<file path="src/rtl/dtmf_tone_gen.sv">
// DTMF keypad tone generator: synchronizes and debounces a key press,
// then plays the row/column square-wave pair followed by a silent gap.
module dtmf_tone_gen #(
    parameter int CLK_HZ       = 12000000,
    parameter int DEBOUNCE_CYC = 120000,
    parameter int MIN_TONE_CYC = 480000,
    parameter int GAP_CYC      = 480000
) (
    input  logic       clk,
    input  logic       reset,
    input  logic [3:0] key,
    input  logic       key_down,
    output logic       tone_low,
    output logic       tone_high,
    output logic [1:0] tone_mix,
    output logic       busy,
    output logic       tone_start,
    output logic [3:0] key_latched
);

    typedef enum logic [1:0] {
        IDLE,
        DEBOUNCE,
        TONE,
        GAP
    } state_t;

    function automatic int hp(input int f);
        return (CLK_HZ + f) / (2 * f);
    endfunction

    localparam int HP_L0 = hp(697);
    localparam int HP_L1 = hp(770);
    localparam int HP_L2 = hp(852);
    localparam int HP_L3 = hp(941);
    localparam int HP_H0 = hp(1209);
    localparam int HP_H1 = hp(1336);
    localparam int HP_H2 = hp(1477);
    localparam int HP_H3 = hp(1633);

    // 697 Hz is the lowest frequency, so it has the longest half-period
    localparam int HW = $clog2(HP_L0 + 1);
    localparam int DW = $clog2(MIN_TONE_CYC + 1);
    localparam int GW = $clog2(GAP_CYC + 1);
    localparam int BW = $clog2(DEBOUNCE_CYC + 1);

    localparam logic [DW-1:0] DUR_MAX  = DW'(MIN_TONE_CYC);
    localparam logic [GW-1:0] GAP_LAST = GW'(GAP_CYC - 1);
    // the IDLE sample that enters DEBOUNCE is the first accepted one
    localparam logic [BW-1:0] DB_LAST  =
        BW'((DEBOUNCE_CYC >= 2) ? DEBOUNCE_CYC - 2 : 0);

    state_t        state;
    logic          kd_s1;
    logic          kd_s;
    logic [BW-1:0] db_cnt;
    logic [DW-1:0] dur_cnt;
    logic [DW-1:0] dur_inc;
    logic [GW-1:0] gap_cnt;
    logic [HW-1:0] lo_cnt;
    logic [HW-1:0] hi_cnt;
    logic [HW-1:0] lo_top;
    logic [HW-1:0] hi_top;
    logic [1:0]    row;
    logic [1:0]    col;

    // two-flop synchronizer for the asynchronous key_down level
    always_ff @(posedge clk) begin
        if (reset) begin
            kd_s1 <= 1'b0;
            kd_s  <= 1'b0;
        end else begin
            kd_s1 <= key_down;
            kd_s  <= kd_s1;
        end
    end

    // keypad code to (row, column) group
    always_comb begin
        row = 2'd0;
        col = 2'd0;
        unique case (key_latched)
            4'h1: begin row = 2'd0; col = 2'd0; end
            4'h2: begin row = 2'd0; col = 2'd1; end
            4'h3: begin row = 2'd0; col = 2'd2; end
            4'hA: begin row = 2'd0; col = 2'd3; end
            4'h4: begin row = 2'd1; col = 2'd0; end
            4'h5: begin row = 2'd1; col = 2'd1; end
            4'h6: begin row = 2'd1; col = 2'd2; end
            4'hB: begin row = 2'd1; col = 2'd3; end
            4'h7: begin row = 2'd2; col = 2'd0; end
            4'h8: begin row = 2'd2; col = 2'd1; end
            4'h9: begin row = 2'd2; col = 2'd2; end
            4'hC: begin row = 2'd2; col = 2'd3; end
            4'hE: begin row = 2'd3; col = 2'd0; end
            4'h0: begin row = 2'd3; col = 2'd1; end
            4'hF: begin row = 2'd3; col = 2'd2; end
            4'hD: begin row = 2'd3; col = 2'd3; end
        endcase
    end

    // wrap points of the two wave counters for the latched key
    always_comb begin
        lo_top = HW'(HP_L0 - 1);
        hi_top = HW'(HP_H0 - 1);
        unique case (row)
            2'd0: lo_top = HW'(HP_L0 - 1);
            2'd1: lo_top = HW'(HP_L1 - 1);
            2'd2: lo_top = HW'(HP_L2 - 1);
            2'd3: lo_top = HW'(HP_L3 - 1);
        endcase
        unique case (col)
            2'd0: hi_top = HW'(HP_H0 - 1);
            2'd1: hi_top = HW'(HP_H1 - 1);
            2'd2: hi_top = HW'(HP_H2 - 1);
            2'd3: hi_top = HW'(HP_H3 - 1);
        endcase
    end

    assign dur_inc  = (dur_cnt == DUR_MAX) ? dur_cnt : dur_cnt + 1'b1;
    assign tone_mix = {1'b0, tone_low} + {1'b0, tone_high};

    // main FSM with registered outputs and all tone/duration counters
    always_ff @(posedge clk) begin
        if (reset) begin
            state       <= IDLE;
            db_cnt      <= '0;
            dur_cnt     <= '0;
            gap_cnt     <= '0;
            lo_cnt      <= '0;
            hi_cnt      <= '0;
            tone_low    <= 1'b0;
            tone_high   <= 1'b0;
            busy        <= 1'b0;
            tone_start  <= 1'b0;
            key_latched <= 4'h0;
        end else begin
            tone_start <= 1'b0;
            unique case (state)
                IDLE: begin
                    if (kd_s) begin
                        state  <= DEBOUNCE;
                        db_cnt <= '0;
                    end
                end
                DEBOUNCE: begin
                    if (!kd_s) begin
                        state <= IDLE;
                    end else if (db_cnt == DB_LAST) begin
                        state       <= TONE;
                        key_latched <= key;
                        tone_start  <= 1'b1;
                        busy        <= 1'b1;
                        lo_cnt      <= '0;
                        hi_cnt      <= '0;
                        dur_cnt     <= '0;
                        tone_low    <= 1'b0;
                        tone_high   <= 1'b0;
                    end else begin
                        db_cnt <= db_cnt + 1'b1;
                    end
                end
                TONE: begin
                    dur_cnt <= dur_inc;
                    if (lo_cnt == lo_top) begin
                        lo_cnt   <= '0;
                        tone_low <= ~tone_low;
                    end else begin
                        lo_cnt <= lo_cnt + 1'b1;
                    end
                    if (hi_cnt == hi_top) begin
                        hi_cnt    <= '0;
                        tone_high <= ~tone_high;
                    end else begin
                        hi_cnt <= hi_cnt + 1'b1;
                    end
                    if (dur_inc == DUR_MAX && !kd_s) begin
                        state     <= GAP;
                        gap_cnt   <= '0;
                        tone_low  <= 1'b0;
                        tone_high <= 1'b0;
                    end
                end
                GAP: begin
                    if (gap_cnt == GAP_LAST) begin
                        state <= IDLE;
                        busy  <= 1'b0;
                    end else begin
                        gap_cnt <= gap_cnt + 1'b1;
                    end
                end
            endcase
        end
    end

endmodule

</file>
<file path="config.mk">
export PLATFORM = sky130hd
export DESIGN_NAME = dtmf_tone_gen
export DESIGN_NICKNAME = d
export VERILOG_FILES = /design/src/rtl/dtmf_tone_gen.sv
export SDC_FILE = /design/constraint.sdc
export NUM_CORES = 1
export LEC_CHECK = 0
export BUFFER_PORTS_ARGS = -buffer_cell sky130_fd_sc_hd__clkbuf_2
export CORE_ASPECT_RATIO = 1.2
export CORE_MARGIN = 2
export CORE_UTILIZATION = 63
export DETAILED_ROUTE_END_ITERATION = 10
export GPL_TIMING_DRIVEN = 0
export PLACE_DENSITY = 0.89
export SYNTH_ARGS = -nofsm -noshare
export SYNTH_HDL_FRONTEND = slang
export SYNTH_SLANG_ARGS = --single-unit
</file>
<file path="constraint.sdc">
create_clock -name clk -period 3.2 [get_ports clk]
set_input_delay 0.16 -clock clk [delete_from_list [all_inputs] [get_ports clk]]
set_output_delay 0.16 -clock clk [all_outputs]
set_load 0.1 [all_outputs]
</file>
==> results of run 1 <==
[report_power, final]
part	switching (mW)	total (mW)	internal (mW)
Combinational	0.0353	0.0444	0.00902
Clock	0.473	0.768	0.295
Sequential	0.00120	1.23	1.23
[worst reg2reg max path, cell delays in order (launching register included)]
cell and delay, ns:
dfxtp_1 0.36, or4b_4 0.57, or4_4 0.60, o21ai_1 0.54, buf_2 0.42, o21ai_0 0.15
a21oi_1 0.16, nor2_1 0.05
[repair_timing]
| item | CTS | global route |
|---|---|---|
| setup buffers | 0 | 1 |
| endpoints found under the setup margin | 0 | 11 |
| hold buffers | 0 | 0 |
[cell families (layout without fill, tap and decap cells)]
logic type / Yosys count / in the layout / synth area share (%)
and+or+nand+nor: 286 / 286 / 28.41
AOI/OAI and AO/OA: 171 / 171 / 20.32
DFF: 99 / 99 / 34.75
buffers and inverters: 72 / 105 / 5.200
xor gates and xnor gates: 45 / 45 / 6.911
adders and majority gates: 16 / 16 / 3.510
muxes: 5 / 5 / 0.8995
[layer usage]
metal	routed length (um)	GRT usage [%]	vias up	part of all wire [%]
met5	0	0	-	0
met4	698	18.40	0	4.6
met3	966	4.042	61	6.4
met2	7289	53.41	259	48
met1	6254	37.58	2603	41
li1	-	-	2641	-
[layout make-up]
| class | count | area, sq um | share of cell area, % |
|---|---|---|---|
| clock buffers | 9 | 123.9 | 2.023 |
| inverters | 31 | 116.4 | 1.900 |
| clock inverters | 6 | 55.05 | 0.8991 |
| repair buffers | 18 | 91.34 | 1.492 |
| well taps | 120 | 150.1 | 2.452 |
| plain buffers | 41 | 180.2 | 2.942 |
| multi-input cells | 523 | 3425 | 55.93 |
| flip-flops and latches | 99 | 1982 | 32.37 |
[layout by cell type (no fill, tap or decap), types with 5 or more instances in the layout]
| cell type | n |
|---|---|
| a211oi_1 | 7 |
| a21oi_1 | 43 |
| a311oi_1 | 17 |
| a31oi_1 | 14 |
| a41oi_1 | 7 |
| and3_1 | 15 |
| and4_1 | 7 |
| buf_2 | 9 |
| clkbuf_1 | 27 |
| clkbuf_2 | 16 |
| clkbuf_8 | 9 |
| dfxtp_1 | 99 |
| ha_1 | 16 |
| inv_1 | 31 |
| nand2_1 | 48 |
| nand2b_1 | 5 |
| nand3_1 | 30 |
| nand3b_1 | 6 |
| nand4_1 | 15 |
| nand4b_1 | 6 |
| nor2_1 | 60 |
| nor2b_1 | 5 |
| nor3_1 | 31 |
| nor3b_1 | 6 |
| nor4_1 | 15 |
| o211ai_1 | 7 |
| o21ai_0 | 31 |
| or3_1 | 7 |
| xnor2_1 | 27 |
| xor2_1 | 18 |
[registers in the layout, summed over array words and instances (netlist names), named ones only]
register / flops
lo_cnt: 14
state: 1
gap_cnt: 19
kd_s: 1
hi_cnt: 14
key_latched: 4
col: 2
dur_cnt: 19
tone_high: 1
tone_start: 1
busy: 1
db_cnt: 17
kd_s1: 1
tone_low: 1
row: 2
[how the worst min path moves through the flow]
stage,startpoint,end,slack [ns],cells past startpoint
after CTS,key_down,kd_s1$_SDFF_PP0_,0.0001,2
after floorplan,reset,key_latched[3]$_SDFFE_PP0N_,0.25,1
final,key_down,kd_s1$_SDFF_PP0_,0.004,2
after detailed placement,key_down,kd_s1$_SDFF_PP0_,0.39,2
after global placement,key_down,kd_s1$_SDFF_PP0_,0.38,2
after global routing,key_down,kd_s1$_SDFF_PP0_,0.02,2
[per-stage QoR]
stage               instances  cell area, sq um
floorplan                 694              5703
global placement          830              5933
detailed placement        831              5937
CTS                       846              6116
global route              847              6123
finish                    847              6123
==> impl_metrics.tcl, run 1 <==
set metrics [dict create \
    outcome "finished clean" \
    htreeDepth 3 \
    dp_slack_ns 0.1575 \
    finClkSkew_ns 0.01481 \
    synth_top_flop_cell "dfxtp_1" \
    fmaxAchievable_ghz 0.3368 \
    synth_top_cells_by_area "dfxtp_1 35%, xnor2_1 4.1%, nor2_1 3.9%, a21oi_1 3.8%, ha_1 3.5%" \
    crit_buf_inv 1 \
    ys_ff_latch 99 \
    clockRootBuffer "clkbuf_8" \
    die_h_um 108.2 \
    p_total_mw 2.046 \
    synthTopCellsByCount "99 x dfxtp_1, 60 x nor2_1, 48 x nand2_1" \
    antenna_found_initial 0 \
    rows 38 \
    area_growth_pct 7.372 \
    post-route-period-util_pct 92.79 \
    drt-initial-drc-count 471 \
    slowest_delay_ns 0.60 \
    tritoncts "built" \
    final_util_pct 68.51 \
    r2r-start "db_cnt[8]$_SDFFE_PP0P_" \
    drv_cap 0 \
    antenna_left 0 \
    cp_max_fo 10 \
    cellLeakagePower_nw 2.040 \
    syn-cell-area_sq_um 5703 \
    n_fill_cell 767 \
    fin_ws_ns 0.2306 \
    start_util_pct 63.80 \
    vias_per_cell 6.569 \
    cpMaxStageDelayCell "or4_4" \
    clock_latency_ns 0.39 \
    drive_gt1_share_pct 9.078 \
    reg2regPathDepth 7 \
    tightest_slew_ns 1.314 \
    rrSetupSlack_ns 0.23 \
    path_cells "or4b_4 -> or4_4 -> o21ai_1 -> buf_2 -> o21ai_0 -> a21oi_1 -> nor2_1" \
    grt_start_max_net_pins 19 \
    yosys_warnings 0 \
    worstPathRequired_ns 3.45 \
    dr.pass1.iters 5 \
    grt_pass1_vias 5315 \
    die_w_um 90.86 \
    fin_setup_tns_ns 0 \
    gp_routability_congestion 0.9553 \
    wl_mm 15.21 \
    vias 5564 \
    nets 746 \
    synthCells 694 \
    rsz0062_at_grt "false" \
    io_buffers 16 \
    finalHoldViolations 0 \
    clkSinkCount 99 \
    grt_first_pass_wirelength_mm 24.76 \
    dpl.hpwl_mm 10.96 \
    fin_crit_ns 2.969 \
    async_reset_ff_share_pct 0 \
    synth_edf_count 0 \
    cp_num_cells 7 \
    endpoint "lo_cnt[4]$_SDFFE_PP0P_" \
    drc 0 \
    ir_worst_vdd_uv 265.9 \
    whs_ns 0.004260 \
    end_kind "flop" \
    gr-total-overflow 0 \
    synth_top_area_cell "dfxtp_1" \
    drv_slew 0 \
    synth.net_count 717 \
    maxSlewHeadroom_pct 10.16 \
    diodes 0 \
    yosysSeqAreaShare_pct 34.75 \
    clkSlewWorstSetupHoldPaths_ns 0.09 \
    wl_per_cell_um 17.96 \
    hp-class "in2reg" \
    cp-startpoint "db_cnt[8]$_SDFFE_PP0P_" \
    io_pins 17 \
    post-synth-top-count-cell "dfxtp_1" \
    groute.usage.overall_pct 31.11 \
    crit_family "simple AND/OR/NAND/NOR gates" \
    clk_path_buf_depth 2 \
    p_per_area_nw_per_um2 334.2 \
    cp.arrival_ns 3.22 \
    setup_violations 0 \
    reg2reg_to "lo_cnt[4]$_SDFFE_PP0P_" \
    coreArea_sq_um 8939 \
    numCtsBuffers 9 \
    path_class "reg2reg" \
    cts_resized 0 \
    start_kind "flop" \
    avgSynthCellArea_sq_um 8.218 \
    dieArea_sq_um 9833 \
    synth_top_area_share_pct 34.75 \
    yosysUniqueCellTypes 79 \
]
Note: power is estimated with default switching activity, not from simulation.
==> run 2: changes to the inputs <==
--- a/config.mk
+++ b/config.mk
@@ -9,6 +9,7 @@
 export CORE_ASPECT_RATIO = 1.2
 export CORE_MARGIN = 2
 export CORE_UTILIZATION = 63
+export CTS_BUF_LIST = sky130_fd_sc_hd__clkbuf_16
 export DETAILED_ROUTE_END_ITERATION = 10
 export GPL_TIMING_DRIVEN = 0
 export PLACE_DENSITY = 0.89
==> run 2 against run 1 <==
Against the previous run:
- sequential power hardly changed
- final cell count unchanged
- first-iteration DRC count is 2.1% higher
- combinational power hardly changed
- fmax increased by 0.84%
- non-clock buffer count did not move
- clock power grew 37%
==> impl_metrics.tcl, run 2 (synthesis results as in run 1) <==
set metrics [dict create \
    outcome "finished clean" \
    drv_slew 0 \
    ir_worst_vdd_uv 355.1 \
    p_total_mw 2.325 \
    final_cell_mix "99 x dfxtp_1, 60 x nor2_1, 48 x nand2_1" \
    dpl.hpwl_mm 10.96 \
    drive_gt1_share_pct 9.078 \
    dieArea_sq_um 9833 \
    vias_per_cell 6.628 \
    nets 746 \
    dr.pass1.iters 6 \
    io_pins 17 \
    path_cells "inv_1 -> ha_1 -> xnor2_1 -> o211ai_1 -> o41ai_1 -> clkbuf_1 -> o21ai_0 -> a21oi_1 -> nor2_1" \
    htreeDepth 3 \
    clock_latency_ns 0.36 \
    grt_start_max_net_pins 19 \
    path_class "reg2reg" \
    hp-class "in2reg" \
    setup_violations 0 \
    r2r-start "row[1]$_DFF_P_" \
    grt_pass1_vias 5407 \
    gr-total-overflow 0 \
    antenna_left 0 \
    finalHoldViolations 0 \
    diodes 0 \
    tightest_slew_ns 1.309 \
    numCtsBuffers 9 \
    die_h_um 108.2 \
    grt_first_pass_wirelength_mm 25.20 \
    coreArea_sq_um 8939 \
    start_kind "flop" \
    tritoncts "built" \
    rows 38 \
    slowest_delay_ns 0.94 \
    die_w_um 90.86 \
    fin_crit_ns 2.945 \
    gp_routability_congestion 0.9553 \
    cpMaxStageDelayCell "o41ai_1" \
    drc 0 \
    wl_mm 15.50 \
    area_growth_pct 9.149 \
    clockRootBuffer "clkbuf_16" \
    wl_per_cell_um 18.30 \
    clkSinkCount 99 \
    crit_buf_inv 2 \
    whs_ns 0.02694 \
    io_buffers 16 \
    final_util_pct 69.64 \
    crit_family "compound AO/OA/AOI/OAI gates" \
    vias 5614 \
    finClkSkew_ns 0.01066 \
    rsz0062_at_grt "false" \
    worstPathRequired_ns 3.42 \
    cellLeakagePower_nw 2.086 \
    p_per_area_nw_per_um2 373.5 \
    drv_cap 0 \
    maxSlewHeadroom_pct 10.48 \
    cp-startpoint "row[1]$_DFF_P_" \
    cp_max_fo 10 \
    groute.usage.overall_pct 31.84 \
    drt-initial-drc-count 481 \
    cp.arrival_ns 3.17 \
    start_util_pct 63.80 \
    fmaxAchievable_ghz 0.3396 \
    clk_path_buf_depth 2 \
    fin_setup_tns_ns 0 \
    clkSlewWorstSetupHoldPaths_ns 0.07 \
    layout_commonest_cell "dfxtp_1" \
    post-route-period-util_pct 92.02 \
    hold_start "key_down" \
    biggestRegsByFlops "dur_cnt x19, gap_cnt x19, db_cnt x17" \
    end_kind "flop" \
    antenna_found_initial 0 \
]
[run 2: cell types whose count changed in the layout (fill, tap and decap cells not counted)]
cell and delta:
clkbuf_8 -9, clkbuf_16 +9
[run 2: per-layer routing]
| metal | GRT usage (%) | vias to the layer above | wire length, um |
|---|---|---|---|
| met5 | 0 | - | 0 |
| met4 | 17.32 | 0 | 588 |
| met3 | 6.620 | 55 | 1130 |
| met2 | 54.90 | 258 | 7577 |
| met1 | 37.30 | 2645 | 6202 |
| li1 | - | 2656 | - |
[run 2: worst paths after layout]
kind,cells after the start,slack [ns],to
setup / recovery,9,0.26,lo_cnt[4]$_SDFFE_PP0P_
hold / removal,2,0.03,kd_s1$_SDFF_PP0_
setup reg to reg,9,0.26,lo_cnt[4]$_SDFFE_PP0P_
hold reg to reg,1,0.45,kd_s$_SDFF_PP0_
[run 2: final cells by class]
type,count,area [sq um]
well taps,120,150.1
flip-flops and latches,99,1982
plain buffers,41,180.2
inverters,31,116.4
fillers,749,2714
clock inverters,6,55.05
clock buffers,9,225.2
repair buffers,18,91.34
multi-input cells,523,3425
[run 2: per-stage QoR]
step	area [sq um]	cells	worst slack (ns)
3_3_place_gp	5933	830	0.2009
5_1_grt	6225	847	0.04041
6_report	6225	847	0.2553
3_5_place_dp	5937	831	0.1575
4_1_cts	6217	846	0.1151
2_1_floorplan	5703	694	0.6887
[run 2: worst reg2reg max path, cell delays in order (launching register included)]
cell and delay (ns):
dfxtp_1 0.44, inv_1 0.10, ha_1 0.30, xnor2_1 0.16
o211ai_1 0.13, o41ai_1 0.94, clkbuf_1 0.38, o21ai_0 0.15
a21oi_1 0.16, nor2_1 0.05
[run 2: where the power goes]
group          total (mW)  internal (mW)  switching (mW)
logic              0.0445        0.00902          0.0355
clock network        1.05          0.540           0.507
registers            1.23           1.23         0.00113
[run 2: what timing repair did]
action	in CTS	in global routing
gates resized for setup	0	0
buffers inserted	0	1
hold buffers	0	0
setup endpoints to repair	0	11
==> run 3: changes to the inputs <==
--- a/config.mk
+++ b/config.mk
@@ -6,13 +6,15 @@
 export NUM_CORES = 1
 export LEC_CHECK = 0
 export BUFFER_PORTS_ARGS = -buffer_cell sky130_fd_sc_hd__clkbuf_2
+export CELL_PAD_IN_SITES_DETAIL_PLACEMENT = 1
+export CELL_PAD_IN_SITES_GLOBAL_PLACEMENT = 1
 export CORE_ASPECT_RATIO = 1.2
 export CORE_MARGIN = 2
-export CORE_UTILIZATION = 63
+export CORE_UTILIZATION = 48
 export CTS_BUF_LIST = sky130_fd_sc_hd__clkbuf_16
 export DETAILED_ROUTE_END_ITERATION = 10
 export GPL_TIMING_DRIVEN = 0
-export PLACE_DENSITY = 0.89
+export PLACE_DENSITY = 0.88
 export SYNTH_ARGS = -nofsm -noshare
 export SYNTH_HDL_FRONTEND = slang
 export SYNTH_SLANG_ARGS = --single-unit
==> run 3 against run 2 <==
Against the previous run:
- clock skew is 0.0053 ns lower
- clock power increased by 5%
- fmax grew 2.0%
- die area up 30%
- combinational power rose by 2%
- sequential share of layout area fell by 0.49 points
- register-to-register slack improved by 0.06 ns
- cell area rose by 1.5%
==> impl_metrics.tcl, run 3 (synthesis results as in run 1) <==
set metrics [dict create \
    numCtsBuffers 9 \
    cts_hold_buf 0 \
    vias_per_cell 6.319 \
    worstPathRequired_ns 3.40 \
    drv_cap 0 \
    groute.usage.overall_pct 27.71 \
    dp_slack_ns 0.09697 \
    rsz0062_at_grt "false" \
    gr-total-overflow 0 \
    rrSetupSlack_ns 0.31 \
    biggestRegsByFlops "dur_cnt x19, gap_cnt x19, db_cnt x17" \
    clk_path_buf_depth 2 \
    cp.arrival_ns 3.09 \
    path_cells "inv_1 -> ha_1 -> nor2_1 -> xnor2_1 -> a2111oi_1 -> a21oi_1 -> clkbuf_1 -> o311ai_0 -> o211ai_1" \
    cellLeakagePower_nw 2.101 \
    drv_slew 0 \
    hp-class "in2reg" \
    antenna_found_initial 0 \
    clkSinkCount 99 \
    whs_ns 0.02161 \
    post-route-period-util_pct 90.22 \
    fin_crit_ns 2.887 \
    clkSlewWorstSetupHoldPaths_ns 0.07 \
    tritoncts "built" \
    setup_violations 0 \
    wl_mm 17.52 \
    ir_worst_vdd_uv 257.8 \
    crit_buf_inv 2 \
    p_per_area_nw_per_um2 376.2 \
    p_total_mw 2.378 \
    htreeDepth 3 \
    path_class "reg2reg" \
    io_pins 17 \
    layout_commonest_cell "dfxtp_1" \
    io_buffers 16 \
    grt_start_max_net_pins 17 \
    cpMaxStageDelayCell "a2111oi_1" \
    fin_ws_ns 0.3130 \
    antenna_left 0 \
    die_h_um 123.4 \
    fin_setup_tns_ns 0 \
    finClkSkew_ns 0.005390 \
    wl_per_cell_um 19.77 \
    rows 43 \
    drc 0 \
    grt_pass1_vias 5876 \
    end_kind "flop" \
    crit_family "compound AO/OA/AOI/OAI gates" \
    dpl.hpwl_mm 12.69 \
    diodes 0 \
    fmaxAchievable_ghz 0.3464 \
    clockRootBuffer "clkbuf_16" \
    maxSlewHeadroom_pct 28.20 \
    clock_latency_ns 0.35 \
    start_kind "flop" \
    nets 747 \
    final_cell_mix "99 x dfxtp_1, 60 x nor2_1, 48 x nand2_1" \
    drive_gt1_share_pct 9.602 \
    tightest_slew_ns 1.067 \
    dr.pass1.iters 6 \
    coreArea_sq_um 11570 \
    outcome "finished clean" \
    die_w_um 103.5 \
    cp_max_fo 10 \
    finalHoldViolations 0 \
    dieArea_sq_um 12770 \
    drt-initial-drc-count 307 \
    vias 5599 \
    gp_routability_congestion 0.9179 \
    start_util_pct 49.30 \
    area_growth_pct 10.84 \
    grt_first_pass_wirelength_mm 28.68 \
    slowest_delay_ns 0.67 \
]
==> run 3: changes by cell type in the layout (fill, tap and decap cells not counted), moves of 2 or more <==
| cell | change |
|---|---|
| nor4_2 | +2 |
| a2111oi_1 | +3 |
| inv_6 | -2 |
| nor4_1 | -2 |
| a2111oi_0 | -3 |
==> run 3: worst paths after layout <==
kind / startpoint / endpoint / cells past startpoint
setup / recovery: col[0]$_DFF_P_ / tone_high$_SDFFE_PP0P_ / 9
hold reg to reg: kd_s1$_SDFF_PP0_ / kd_s$_SDFF_PP0_ / 1
setup reg to reg: col[0]$_DFF_P_ / tone_high$_SDFFE_PP0P_ / 9
hold / removal: key_down / kd_s1$_SDFF_PP0_ / 2
==> run 3: timing repair <==
item	CTS	global route
setup buffers	0	2
hold endpoints to repair	0	0
endpoints found under the setup margin	0	28
resized for setup	0	4
==> run 3: metal layers <==
metal / track usage (%) / vias to the layer above / routed length, um
li1: - / 2638 / -
met4: 11.66 / 0 / 380
met3: 2.899 / 35 / 580
met5: 0 / - / 0
met2: 53.31 / 153 / 9203
met1: 31.38 / 2773 / 7352
==> run 3: power by group <==
part / internal, mW / leakage [nW] / switching, mW
clock network: 0.604 / 0.145 / 0.494
registers: 1.23 / 0.798 / 0.00161
logic: 0.00900 / 1.16 / 0.0364
total: 1.85 / 2.10 / 0.532
==> run 3: layout make-up <==
type | count | area, sq um
Buffer | 41 | 180.2
Clock buffer | 9 | 225.2
Clock inverter | 7 | 67.56
Fill cell | 1410 | 5246
Inverter | 31 | 116.4
Multi-Input combinational cell | 523 | 3448
Sequential cell | 99 | 1982
Tap cell | 157 | 196.4
Timing Repair Buffer | 19 | 105.1
==> run 3: metrics by stage <==
step | area, sq um | utilization (%) | std cells
global route | 6321 | 54.65 | 886
finish | 6321 | 54.65 | 886
detailed placement | 5991 | 51.79 | 868
CTS | 6284 | 54.32 | 884
global placement | 5979 | 51.69 | 867
floorplan | 5703 | - | 694
==> run 3: worst register-to-register path: stages, from the launching register on <==
cell and delay, ns:
dfxtp_1 0.39, inv_1 0.09, ha_1 0.22, nor2_1 0.16
xnor2_1 0.08, a2111oi_1 0.67, a21oi_1 0.39, clkbuf_1 0.34
o311ai_0 0.22, o211ai_1 0.19
